--- config.mk ---
export PLATFORM = sky130hd
export DESIGN_NAME = shift_add_mult_ctrl
export DESIGN_NICKNAME = d
export VERILOG_FILES = /design/src/rtl/shift_add_mult_ctrl_pkg.sv /design/src/rtl/shift_add_mult_ctrl_rca_adder16.sv /design/src/rtl/shift_add_mult_ctrl.sv
export SDC_FILE = /design/constraint.sdc
export NUM_CORES = 1
export LEC_CHECK = 0
export ABC_AREA = 1
export BUFFER_PORTS_ARGS = -buffer_cell sky130_fd_sc_hd__buf_2
export CAP_MARGIN = 20
export CORE_MARGIN = 2
export CORE_UTILIZATION = 42
export CTS_CLUSTER_SIZE = 30
export DETAILED_ROUTE_END_ITERATION = 16
export PLACE_DENSITY_LB_ADDON = 0.08
export REMOVE_ABC_BUFFERS = 1
export SLEW_MARGIN = 40
export SYNTH_ARGS = -nofsm -noshare
export SYNTH_HDL_FRONTEND = slang
export SYNTH_SLANG_ARGS = --single-unit
export TNS_END_PERCENT = 10
--- constraint.sdc ---
create_clock -name clk -period 18.36 [get_ports clk]
set_input_delay 2.754 -clock clk [delete_from_list [all_inputs] [get_ports clk]]
set_output_delay 2.754 -clock clk [all_outputs]
set_load 0.01 [all_outputs]
--- src/rtl/shift_add_mult_ctrl_pkg.sv ---
`default_nettype none
// ============================================================================
// Module  : shift_add_mult_ctrl_pkg
// Purpose : Shared definitions for the sequential shift-and-add multiplier.
//           Holds the controller state encoding, the default operand width
//           and the helper that sizes the iteration counter.
// Ports   : none (package)
// Rev     : 1.0  initial release
// ============================================================================
package shift_add_mult_ctrl_pkg;

    // Default operand width; the product is twice this wide.
    localparam int WIDTH_DEF = 16;

    // Controller states. Encoding 2'd3 is unused and steers back to IDLE.
    typedef enum logic [1:0] {
        IDLE = 2'd0,
        RUN  = 2'd1,
        DONE = 2'd2
    } state_t;

    // Iteration counter width: enough bits to hold 0 .. width-1.
    function automatic int cnt_width(input int w);
        return (w > 1) ? $clog2(w) : 1;
    endfunction

    localparam int CNT_W_DEF = cnt_width(WIDTH_DEF);

endpackage : shift_add_mult_ctrl_pkg
`default_nettype wire

--- src/rtl/shift_add_mult_ctrl_rca_adder16.sv ---
`default_nettype none
// ============================================================================
// Module  : rca_adder16
// Purpose : Combinational WIDTH-bit ripple-carry adder built from a chain of
//           full adders, each stage fed by the previous stage's carry.
// Ports   : a    [WIDTH-1:0] in   addend A
//           b    [WIDTH-1:0] in   addend B
//           cin              in   carry in
//           sum  [WIDTH-1:0] out  sum
//           cout             out  carry out of the top stage
// Rev     : 1.0  initial release
// ============================================================================
module rca_adder16
    import shift_add_mult_ctrl_pkg::*;
#(
    parameter int WIDTH = WIDTH_DEF
) (
    input  logic [WIDTH-1:0] a,
    input  logic [WIDTH-1:0] b,
    input  logic             cin,
    output logic [WIDTH-1:0] sum,
    output logic             cout
);

    logic [WIDTH:0] carry;

    assign carry[0] = cin;

    for (genvar i = 0; i < WIDTH; i++) begin : g_fa
        logic half;
        assign half         = a[i] ^ b[i];
        assign sum[i]       = half ^ carry[i];
        assign carry[i + 1] = (half & carry[i]) | (a[i] & b[i]);
    end

    assign cout = carry[WIDTH];

endmodule : rca_adder16
`default_nettype wire

--- src/rtl/shift_add_mult_ctrl.sv ---
`default_nettype none
// ============================================================================
// Module  : shift_add_mult_ctrl
// Purpose : Sequential unsigned WIDTH x WIDTH -> 2*WIDTH multiplier. One
//           shared ripple-carry adder is stepped through WIDTH shift-and-add
//           iterations; latency is fixed at WIDTH+1 cycles from acceptance.
// Ports   : clk, rst_n            clock, async active-low reset
//           in_valid/in_ready     operand handshake (ready only in IDLE)
//           a, b     [WIDTH-1:0]  multiplicand / multiplier, unsigned
//           out_valid/out_ready   result handshake (valid only in DONE)
//           product  [2W-1:0]     registered result, stable while valid
//           busy                  high while iterating
// Rev     : 1.0  initial release
// ============================================================================
module shift_add_mult_ctrl
    import shift_add_mult_ctrl_pkg::*;
#(
    parameter int WIDTH = WIDTH_DEF
) (
    input  logic               clk,
    input  logic               rst_n,
    input  logic               in_valid,
    output logic               in_ready,
    input  logic [WIDTH-1:0]   a,
    input  logic [WIDTH-1:0]   b,
    output logic               out_valid,
    input  logic               out_ready,
    output logic [2*WIDTH-1:0] product,
    output logic               busy
);

    localparam int               CNT_W = cnt_width(WIDTH);
    localparam logic [CNT_W-1:0] LAST  = CNT_W'(WIDTH - 1);

    state_t             state_q,   state_d;
    logic [WIDTH-1:0]   mcand_q,   mcand_d;
    logic [WIDTH-1:0]   acc_hi_q,  acc_hi_d;
    logic [WIDTH-1:0]   acc_lo_q,  acc_lo_d;
    logic [CNT_W-1:0]   count_q,   count_d;
    logic [2*WIDTH-1:0] product_q, product_d;

    logic [WIDTH-1:0]   addend;
    logic [WIDTH-1:0]   add_sum;
    logic               add_cout;
    logic [2*WIDTH-1:0] shifted;

    // Multiplier LSB selects whether the multiplicand is added this step.
    assign addend = acc_lo_q[0] ? mcand_q : '0;

    rca_adder16 #(
        .WIDTH (WIDTH)
    ) u_adder (
        .a    (acc_hi_q),
        .b    (addend),
        .cin  (1'b0),
        .sum  (add_sum),
        .cout (add_cout)
    );

    // {cout,sum,acc_lo} >> 1 : the carry becomes the new top bit so a
    // full-scale partial sum is never truncated.
    assign shifted = {add_cout, add_sum, acc_lo_q[WIDTH-1:1]};

    always_ff @(posedge clk or negedge rst_n) begin
        if (!rst_n) begin
            state_q   <= IDLE;
            mcand_q   <= '0;
            acc_hi_q  <= '0;
            acc_lo_q  <= '0;
            count_q   <= '0;
            product_q <= '0;
        end else begin
            state_q   <= state_d;
            mcand_q   <= mcand_d;
            acc_hi_q  <= acc_hi_d;
            acc_lo_q  <= acc_lo_d;
            count_q   <= count_d;
            product_q <= product_d;
        end
    end

    always_comb begin
        state_d   = state_q;
        mcand_d   = mcand_q;
        acc_hi_d  = acc_hi_q;
        acc_lo_d  = acc_lo_q;
        count_d   = count_q;
        product_d = product_q;

        case (state_q)
            IDLE: begin
                if (in_valid) begin
                    mcand_d  = a;
                    acc_hi_d = '0;
                    acc_lo_d = b;
                    count_d  = '0;
                    state_d  = RUN;
                end
            end
            RUN: begin
                acc_hi_d = shifted[2*WIDTH-1:WIDTH];
                acc_lo_d = shifted[WIDTH-1:0];
                count_d  = count_q + CNT_W'(1);
                if (count_q == LAST) begin
                    product_d = shifted;
                    state_d   = DONE;
                end
            end
            DONE: begin
                if (out_ready) begin
                    state_d = IDLE;
                end
            end
            default: begin
                state_d = IDLE;
            end
        endcase
    end

    // Handshake outputs decode registered state only, so neither ready nor
    // valid depends combinationally on the opposite side's strobe.
    assign in_ready  = (state_q == IDLE);
    assign out_valid = (state_q == DONE);
    assign busy      = (state_q == RUN);
    assign product   = product_q;

endmodule : shift_add_mult_ctrl
`default_nettype wire

# Word level (Yosys, flattened, before mapping)
# Cells that the tools add are included.
# W data, S select, Z words.
# classes
muxes	11
reduce_logical	6
bitwise	77
eq_ne	6
n_addsub	1
# ops
op	count
$pmux W16 S2	2
$mux W16	3
$and A1 B1 Y1	31
$xor A1 B1 Y1	31
$or A1 B1 Y1	15
$pmux W4 S2	1
$mux W2	3
$pmux W2 S3	1
$reduce_and A2 Y1	3
$add A4 B1 Y4 const B	1
$eq A4 B4 Y1 const B	1
$mux W4	1
$ne A2 B1 Y1 const B	2
$reduce_and A3 Y1	1
$eq A2 B1 Y1 const B	1
$eq A2 B2 Y1 const B	1
$logic_not A2 Y1	1
$ne A2 B2 Y1 const B	1
$reduce_bool A2 Y1	1
# totals
output_inout_bits	35
ff_bits	86
word_cells	107
input_bits	36

# Longest topological paths before layout
# Gate-level depths: netlist of the first run.
# depth
ltp_word	33
ltp_mapped	25
ltp_nobuf	24

# Modules after synthesis
# A second synthesis of the first run with hierarchy kept.
# unflattened
cells_unflattened	482
area_unflattened_um2	4017.6
# by_module_without_submodules
module	area_each_um2	seq_area_each_um2	instances	cells_each
shift_add_mult_ctrl	3678.5	2152.1	1	461
rca_adder16	339.1	0.0	1	21

# Worst setup path after synthesis of the first run
# OpenSTA, ideal clock, no wires.
# synth_path
kind	flip-flop to flip-flop
startpoint	register acc_lo_q[0]
endpoint	register product_q[30] (netlist: product[30])
path_buffers	1
stages_incl_launch_ff	26
arrival_ps	5930
setup_slack_ps	12313
setup_ps	117
required_ps	18243
period_less_slack_ps	6047
path_cell_list	dfrtp_1 -> clkbuf_1 -> nand2_1 -> inv_1 -> ha_1 -> fa_1 -> fa_1 -> fa_1 -> inv_1 -> fa_1 -> fa_1 -> fa_1 -> fa_1 -> fa_1 -> fa_1 -> fa_1 -> fa_1 -> fa_1 -> fa_1 -> inv_1 -> fa_1 -> inv_1 -> fa_1 -> inv_1 -> nand2_1 -> nand2_1
# synth_between
elab_chain_len	31
word_cells_on_any_way	60
classes_between	mux (1); bitwise (59)
# synth_rtl
element	line_no	text
start, declared	shift_add_mult_ctrl.sv:38	logic [WIDTH-1:0] acc_lo_q, acc_lo_d;
start signal, assigned	shift_add_mult_ctrl.sv:76	acc_lo_q <= acc_lo_d;
$mux W16 *	shift_add_mult_ctrl.sv:48	assign addend = acc_lo_q[0] ? mcand_q : '0;
$xor A1 B1 Y1 or $and A1 B1 Y1 (tied branches)	shift_add_mult_ctrl_rca_adder16.sv:31, shift_add_mult_ctrl_rca_adder16.sv:33	
$and A1 B1 Y1	shift_add_mult_ctrl_rca_adder16.sv:33	assign carry[i + 1] = (half & carry[i]) | (a[i] & b[i]);
$or A1 B1 Y1	shift_add_mult_ctrl_rca_adder16.sv:33	
$and A1 B1 Y1	shift_add_mult_ctrl_rca_adder16.sv:33	
$or A1 B1 Y1	shift_add_mult_ctrl_rca_adder16.sv:33	
$and A1 B1 Y1	shift_add_mult_ctrl_rca_adder16.sv:33	
$or A1 B1 Y1	shift_add_mult_ctrl_rca_adder16.sv:33	
[... 15 more ...]	-	
$or A1 B1 Y1	shift_add_mult_ctrl_rca_adder16.sv:33	
$and A1 B1 Y1	shift_add_mult_ctrl_rca_adder16.sv:33	
$or A1 B1 Y1	shift_add_mult_ctrl_rca_adder16.sv:33	
$and A1 B1 Y1	shift_add_mult_ctrl_rca_adder16.sv:33	
$or A1 B1 Y1	shift_add_mult_ctrl_rca_adder16.sv:33	
$and A1 B1 Y1	shift_add_mult_ctrl_rca_adder16.sv:33	
$or A1 B1 Y1	shift_add_mult_ctrl_rca_adder16.sv:33	
$xor A1 B1 Y1 *	shift_add_mult_ctrl_rca_adder16.sv:32	assign sum[i] = half ^ carry[i];
end signal, assigned	shift_add_mult_ctrl.sv:78	product_q <= product_d;
end, declared	shift_add_mult_ctrl.sv:40	logic [2*WIDTH-1:0] product_q, product_d;
# Every way passes the cells marked *; elsewhere a longest branch is shown, timed or not.
# A chain may end at the register's enable or synchronous reset.

# Worst setup path after layout of the first run
# Ends and elaborated chain as after synthesis.

==> results of run 1 <==
## power breakdown
group	total (mW)	internal, mW	switching (mW)
combinational	0.287	0.113	0.174
sequential	0.335	0.274	0.0610
clock	0.127	0.0627	0.0644
total	0.748	0.449	0.299
## synthesized netlist by cell type (all sizes together)
master,number
dfrtp,86
inv,36
nor2,3
clkbuf,5
fa,15
o21ai,17
ha,2
nand4,1
nand2,257
nand3,35
buf,18
o31ai,1
xnor2,1
## worst reg2reg max path: stages (launching register included)
cell and delay (ns):
dfrtp_1 0.71, nand2_1 0.10, inv_1 0.08, ha_1 0.16
fa_1 0.19, fa_1 0.19, fa_1 0.16, inv_1 0.05
fa_1 0.37, fa_1 0.39, fa_1 0.39, fa_1 0.39
fa_1 0.39, fa_1 0.38, fa_1 0.39, fa_1 0.40
fa_1 0.39, fa_1 0.36, inv_1 0.07, fa_1 0.15
inv_1 0.05, fa_1 0.50, inv_1 0.04, nand2_1 0.06
nand2_1 0.05
## kinds of logic (layout without fill, tap and decap cells)
| family | after synthesis | count (layout) | synth area share [%] |
|---|---|---|---|
| compound gates | 18 | 18 | 2.59 |
| xor+xnor | 1 | 1 | 0.219 |
| fa+ha+maj | 17 | 17 | 8.11 |
| buf+inv | 59 | 125 | 6.21 |
| flops | 86 | 86 | 53.7 |
| simple gates | 296 | 296 | 29.2 |
## per-layer routing
layer | wire length, um | global-route usage, % | share of wire (%)
met5 | 0 | 0 | 0
met4 | 48 | 4.37 | 0.56
met3 | 316 | 4.00 | 3.7
met2 | 4000 | 28.5 | 47
met1 | 4230 | 25.4 | 49
## state kept, by name, indices dropped and copies added, names as in the netlist
register and cells:
count_q 4, state_q 2, acc_lo_q 16, product 32, mcand_q 16, acc_hi_q 16
## stage by stage
| stage | setup WS (ns) | cell area, um2 | util [%] | hold WS [ns] |
|---|---|---|---|---|
| CTS | 11.80 | 4640 | 50.2 | 0.477 |
| global route | 11.52 | 4640 | 50.3 | 0.499 |
| detailed placement | 11.81 | 4460 | 48.2 | 0.456 |
| floorplan | 12.25 | 3890 | - | 0.442 |
| finish | 11.85 | 4640 | 50.3 | 0.471 |
| global placement | 11.98 | 4430 | 47.9 | 0.450 |
## path summary, 6_finish.rpt
check / cells past startpoint / slack [ns] / to
worst max-delay path: 24 / 11.85 / product[30]
worst min-delay path: 2 / 0.47 / product[13]
worst max register to register: 24 / 11.85 / product[30]
worst min register to register: 2 / 0.47 / product[13]
max in group asynchronous: 1 / 15.39 / state_q[0]
min in group asynchronous: 1 / 2.47 / mcand_q[5]
## area by class of cell
type | instances | share of cell area [%]
flip-flops and latches | 86 | 46.4
clock buffers | 12 | 2.91
multi-input cells | 332 | 34.7
inverters | 36 | 2.91
well taps | 129 | 3.48
repair buffers | 73 | 8.65
clock inverters | 4 | 1.02
==> results.yml, run 1 <==
floorplan:
  die-area_um2: 10300
  die_h_um: 102
  start_util_pct: 43.4
  num_io_pins: 71
  core_um2: 9240
  die_w_um: 102
  core.rowCount: 35
layout:
  fillers: 959
  synthToLayoutAreaGrowth_pct: 15.9
  fin_nets: 591
  register_area_um2: 2150
  final_common_cell: "nand2_1"
  layoutNonFillerInstCount: 672
  num_antenna_cells: 0
  final_cell_mix: "nand2_1, dfrtp_1, buf_2, nand3_1, inv_1"
  multi_input_area_um2: 1610
  drive_gt1_share_pct: 17.5
logic_synthesis:
  ys_seq_area_share_pct: 53.7
  synthCells: 477
  synth_top_area_share_pct: 53.7
  synth_cell_types: 19
  ys_warn_count: 0
  yosys.area.top_type: "dfrtp_1"
  syn_avg_cell_area_um2: 8.40
  netlist_area_um2: 4010
  synth_area_leaders: "dfrtp_1, nand2_1, fa_1"
  yosys_register_bits: 86
place:
  place.gp.congestion: 0.727
  hpwl_mm: 5.71
  port_buffers: 70
  dp_cells: 656
cts:
  post_cts_resized: 0
  clk_pin_slew_worst_paths_ns: 0.08
  cts-root-buf: "clkbuf_8"
  cts_setup_buffers: 0
  insertion_delay_ns: 0.34
  cts_tree: "yes"
  htree_levels: 3
  cts_hold_buf: 0
  cts_inserted_buffers: 9
  numClockSinks: 86
  clockBufferDepth: 2
sta:
  tightest_slew_ns: 0.682
  setup_tns_ns: 0
  setup_viol: 0
  maxSlewHeadroom_pct: 54.6
  hold_viol_final: 0
  period_share_pct: 35.5
  rsz0062_at_grt: "false"
  finClkSkew_ns: 0.0102
  fin_crit_ns: 6.51
  clock.fmax_ghz: 0.154
  drv_slew: 0
critical_path:
  critPathSlowestCell: "dfrtp_1"
  cp_common_cell: "fa_1"
  crit_arrival_ns: 6.75
  crit_type: "reg2reg"
  cpPeakStageDelay_ns: 0.71
  crit_family: "adder cells"
  critPathBufInv: 5
  end_kind: "register"
  required_ns: 18.60
  crit_start: "acc_lo_q[0]"
  cp_max_fo: 17
  start_kind: "register"
  cp_cell_sequence: "nand2_1 -> inv_1 -> ha_1 -> fa_1 -> fa_1 -> fa_1 -> inv_1 -> fa_1 -> fa_1 -> fa_1 -> fa_1 -> fa_1 -> fa_1 -> fa_1 -> fa_1 -> fa_1 -> fa_1 -> inv_1 -> fa_1 -> inv_1 -> fa_1 -> inv_1 -> nand2_1 -> nand2_1"
  timing.rr.start: "acc_lo_q[0]"
drt:
  vias: 3083
  drcViolationCount: 0
  drt-vias-per-instance: 4.59
  finalWirelength_mm: 8.60
  wl_per_cell_um: 12.8
  antenna_left: 0
  initialDrtViolationCount: 158
  firstDrtPassIters: 4
power:
  fin_total_pwr_mw: 0.748
  power.density_nw_per_um2: 161
  vdd_ir_drop_max_mv: 0.0555
  leakage_nw: 2.63
outcome:
  status: "finished clean"
worst_hold_path:
  hp-start: "product[13]"
  worstHoldPathType: "reg2reg"
global_routing:
  grt_start_max_net_pins: 87
  grt_pass1_vias: 3091
  grt_pass1_wl_mm: 14.6
  overflow: 0
  grt_use_total_pct: 18.0
  antenna_found_initial: 0
flow_run:
  drv_cap: 0
Note: power is estimated with default switching activity, not from simulation.
==> run 2, diff against run 1 <==
==> constraint.sdc (replaced) <==
create_clock -name clk -period 6.7 [get_ports clk]
set_input_delay 1.005 -clock clk [delete_from_list [all_inputs] [get_ports clk]]
set_output_delay 1.005 -clock clk [all_outputs]
set_load 0.01 [all_outputs]
==> run 2 against run 1 <==
  * Core utilization shrank 0.16 points
  * Cell count grew 0.15%
  * Clock skew grew 0.00061 ns
  * Cell area shrank 0.32%
  * Critical endpoint unchanged
  * Highest routed layer unchanged
==> results.yml, run 2 (synthesis gave the netlist of run 1 again) <==
layout:
  fillers: 931
  synthToLayoutAreaGrowth_pct: 15.5
  layoutNonFillerInstCount: 673
  final_common_cell: "nand2_1"
  largest_reg_flops: 32
  utilization_pct: 50.1
  fin_nets: 592
  num_antenna_cells: 0
  final_cell_mix: "nand2_1, dfrtp_1, buf_2, nand3_1, inv_1"
  drive_gt1_share_pct: 18.2
worst_hold_path:
  hold_path_end: "product[6]"
  worstHoldPathType: "reg2reg"
  hp-start: "product[6]"
  hold_depth: 2
outcome:
  status: "finished clean"
power:
  leakage_nw: 2.63
  power.density_nw_per_um2: 439
  fin_total_pwr_mw: 2.03
  vdd_ir_drop_max_mv: 0.154
drt:
  finalWirelength_mm: 8.64
  firstDrtPassIters: 4
  drcViolationCount: 0
  antenna_left: 0
  initialDrtViolationCount: 73
  vias: 3156
  drt-vias-per-instance: 4.69
  wl_per_cell_um: 12.8
cts:
  numClockSinks: 86
  insertion_delay_ns: 0.34
  post_cts_resized: 0
  cts_inserted_buffers: 9
  htree_levels: 3
  cts_tree: "yes"
  cts_setup_buffers: 0
  cts-root-buf: "clkbuf_8"
  clockBufferDepth: 2
  cts_hold_buf: 0
  clk_pin_slew_worst_paths_ns: 0.09
place:
  port_buffers: 70
  dp_cells: 657
  pre_cts_ws_ns: 0.468
  hpwl_mm: 5.72
  place.gp.congestion: 0.774
critical_path:
  critPathBufInv: 6
  timing.rr.start: "acc_lo_q[0]"
  cp_max_fo: 15
  critPathSlowestCell: "fa_1"
  r2r_end: "product[30]"
  r2r_cells: 24
  crit_family: "adder cells"
  crit_type: "reg2reg"
  crit_arrival_ns: 6.46
  start_kind: "register"
  r2r_slack_ns: 0.49
  cp_cell_sequence: "buf_4 -> nand2_1 -> inv_1 -> fa_1 -> fa_1 -> fa_1 -> inv_1 -> fa_1 -> fa_1 -> fa_1 -> fa_1 -> fa_1 -> fa_1 -> fa_1 -> fa_1 -> fa_1 -> fa_1 -> inv_1 -> fa_1 -> inv_1 -> fa_1 -> inv_1 -> nand2_1 -> nand2_1"
  cp_common_cell: "fa_1"
  required_ns: 6.95
  cpPeakStageDelay_ns: 0.49
  end_kind: "register"
floorplan:
  start_util_pct: 43.4
  die-area_um2: 10300
  core.rowCount: 35
  num_io_pins: 71
  core_um2: 9240
  die_w_um: 102
  die_h_um: 102
sta:
  setup_ws_ns: 0.487
  tightest_slew_ns: 0.689
  setup_viol: 0
  maxSlewHeadroom_pct: 54.1
  rsz0062_at_grt: "false"
  setup_tns_ns: 0
  hold_viol_final: 0
  finClkSkew_ns: 0.0108
  period_share_pct: 92.7
  fin_crit_ns: 6.21
  clock.fmax_ghz: 0.161
  drv_slew: 0
global_routing:
  grt_start_max_net_pins: 87
  grt_pass1_vias: 3099
  grt_use_total_pct: 18.3
  overflow: 0
  antenna_found_initial: 0
  grt_pass1_wl_mm: 14.9
flow_run:
  drv_cap: 0
-- run 2: changes by cell type in the layout (fill, tap and decap cells not counted) --
| cell | delta |
|---|---|
| inv_6 | +2 |
| clkinv_2 | +1 |
| clkbuf_1 | -3 |
| bufinv_16 | -1 |
| clkinv_4 | +1 |
| buf_16 | -1 |
| buf_4 | +1 |
| buf_8 | +1 |
-- run 2: per-stage QoR --
stage / hold slack, ns / area [um2]
global placement: 0.449 / 4430
floorplan: 0.442 / 3890
finish: 0.468 / 4630
global route: 0.490 / 4630
detailed placement: 0.454 / 4450
CTS: 0.476 / 4630
-- run 2: worst max path at each step --
stage / from / depth (start not counted) / end
detailed placement: acc_lo_q[0] / 24 / product[30]
global route: acc_lo_q[0] / 24 / product[30]
CTS: acc_lo_q[0] / 24 / product[30]
floorplan: acc_lo_q[0] / 24 / product[30]
global placement: acc_lo_q[0] / 24 / product[30]
finish: acc_lo_q[0] / 24 / product[30]
-- run 2: final cells by class --
| type | count | area (um2) | share of cell area [%] |
|---|---|---|---|
| inverters | 36 | 135 | 2.92 |
| multi-input cells | 332 | 1610 | 34.8 |
| flip-flops and latches | 86 | 2150 | 46.5 |
| clock inverters | 7 | 48.8 | 1.05 |
| well taps | 129 | 161 | 3.49 |
| clock buffers | 9 | 124 | 2.68 |
| repair buffers | 74 | 397 | 8.57 |
-- run 2: metal layers --
layer	routed length, um	GRT usage [%]	up-vias	part of all wire (%)
li1	-	-	1577	-
met1	4170	25.2	1507	48
met2	3990	30.2	66	46
met3	404	2.62	6	4.7
met4	75	5.61	0	0.87
met5	0	0	-	0
-- run 2: tightest hold or removal path, stage by stage, from the launching register on --
cell,delay [ns]
dfrtp_1,0.35
nand2_1,0.05
nand2_1,0.04
-- run 2: power by group --
part / total (mW) / leakage [nW] / switching, mW / internal [mW]
Combinational: 0.796 / 1.43 / 0.488 / 0.308
Sequential: 0.904 / 1.11 / 0.154 / 0.750
Clock: 0.331 / 0.0898 / 0.194 / 0.136
Total: 2.03 / 2.63 / 0.837 / 1.19
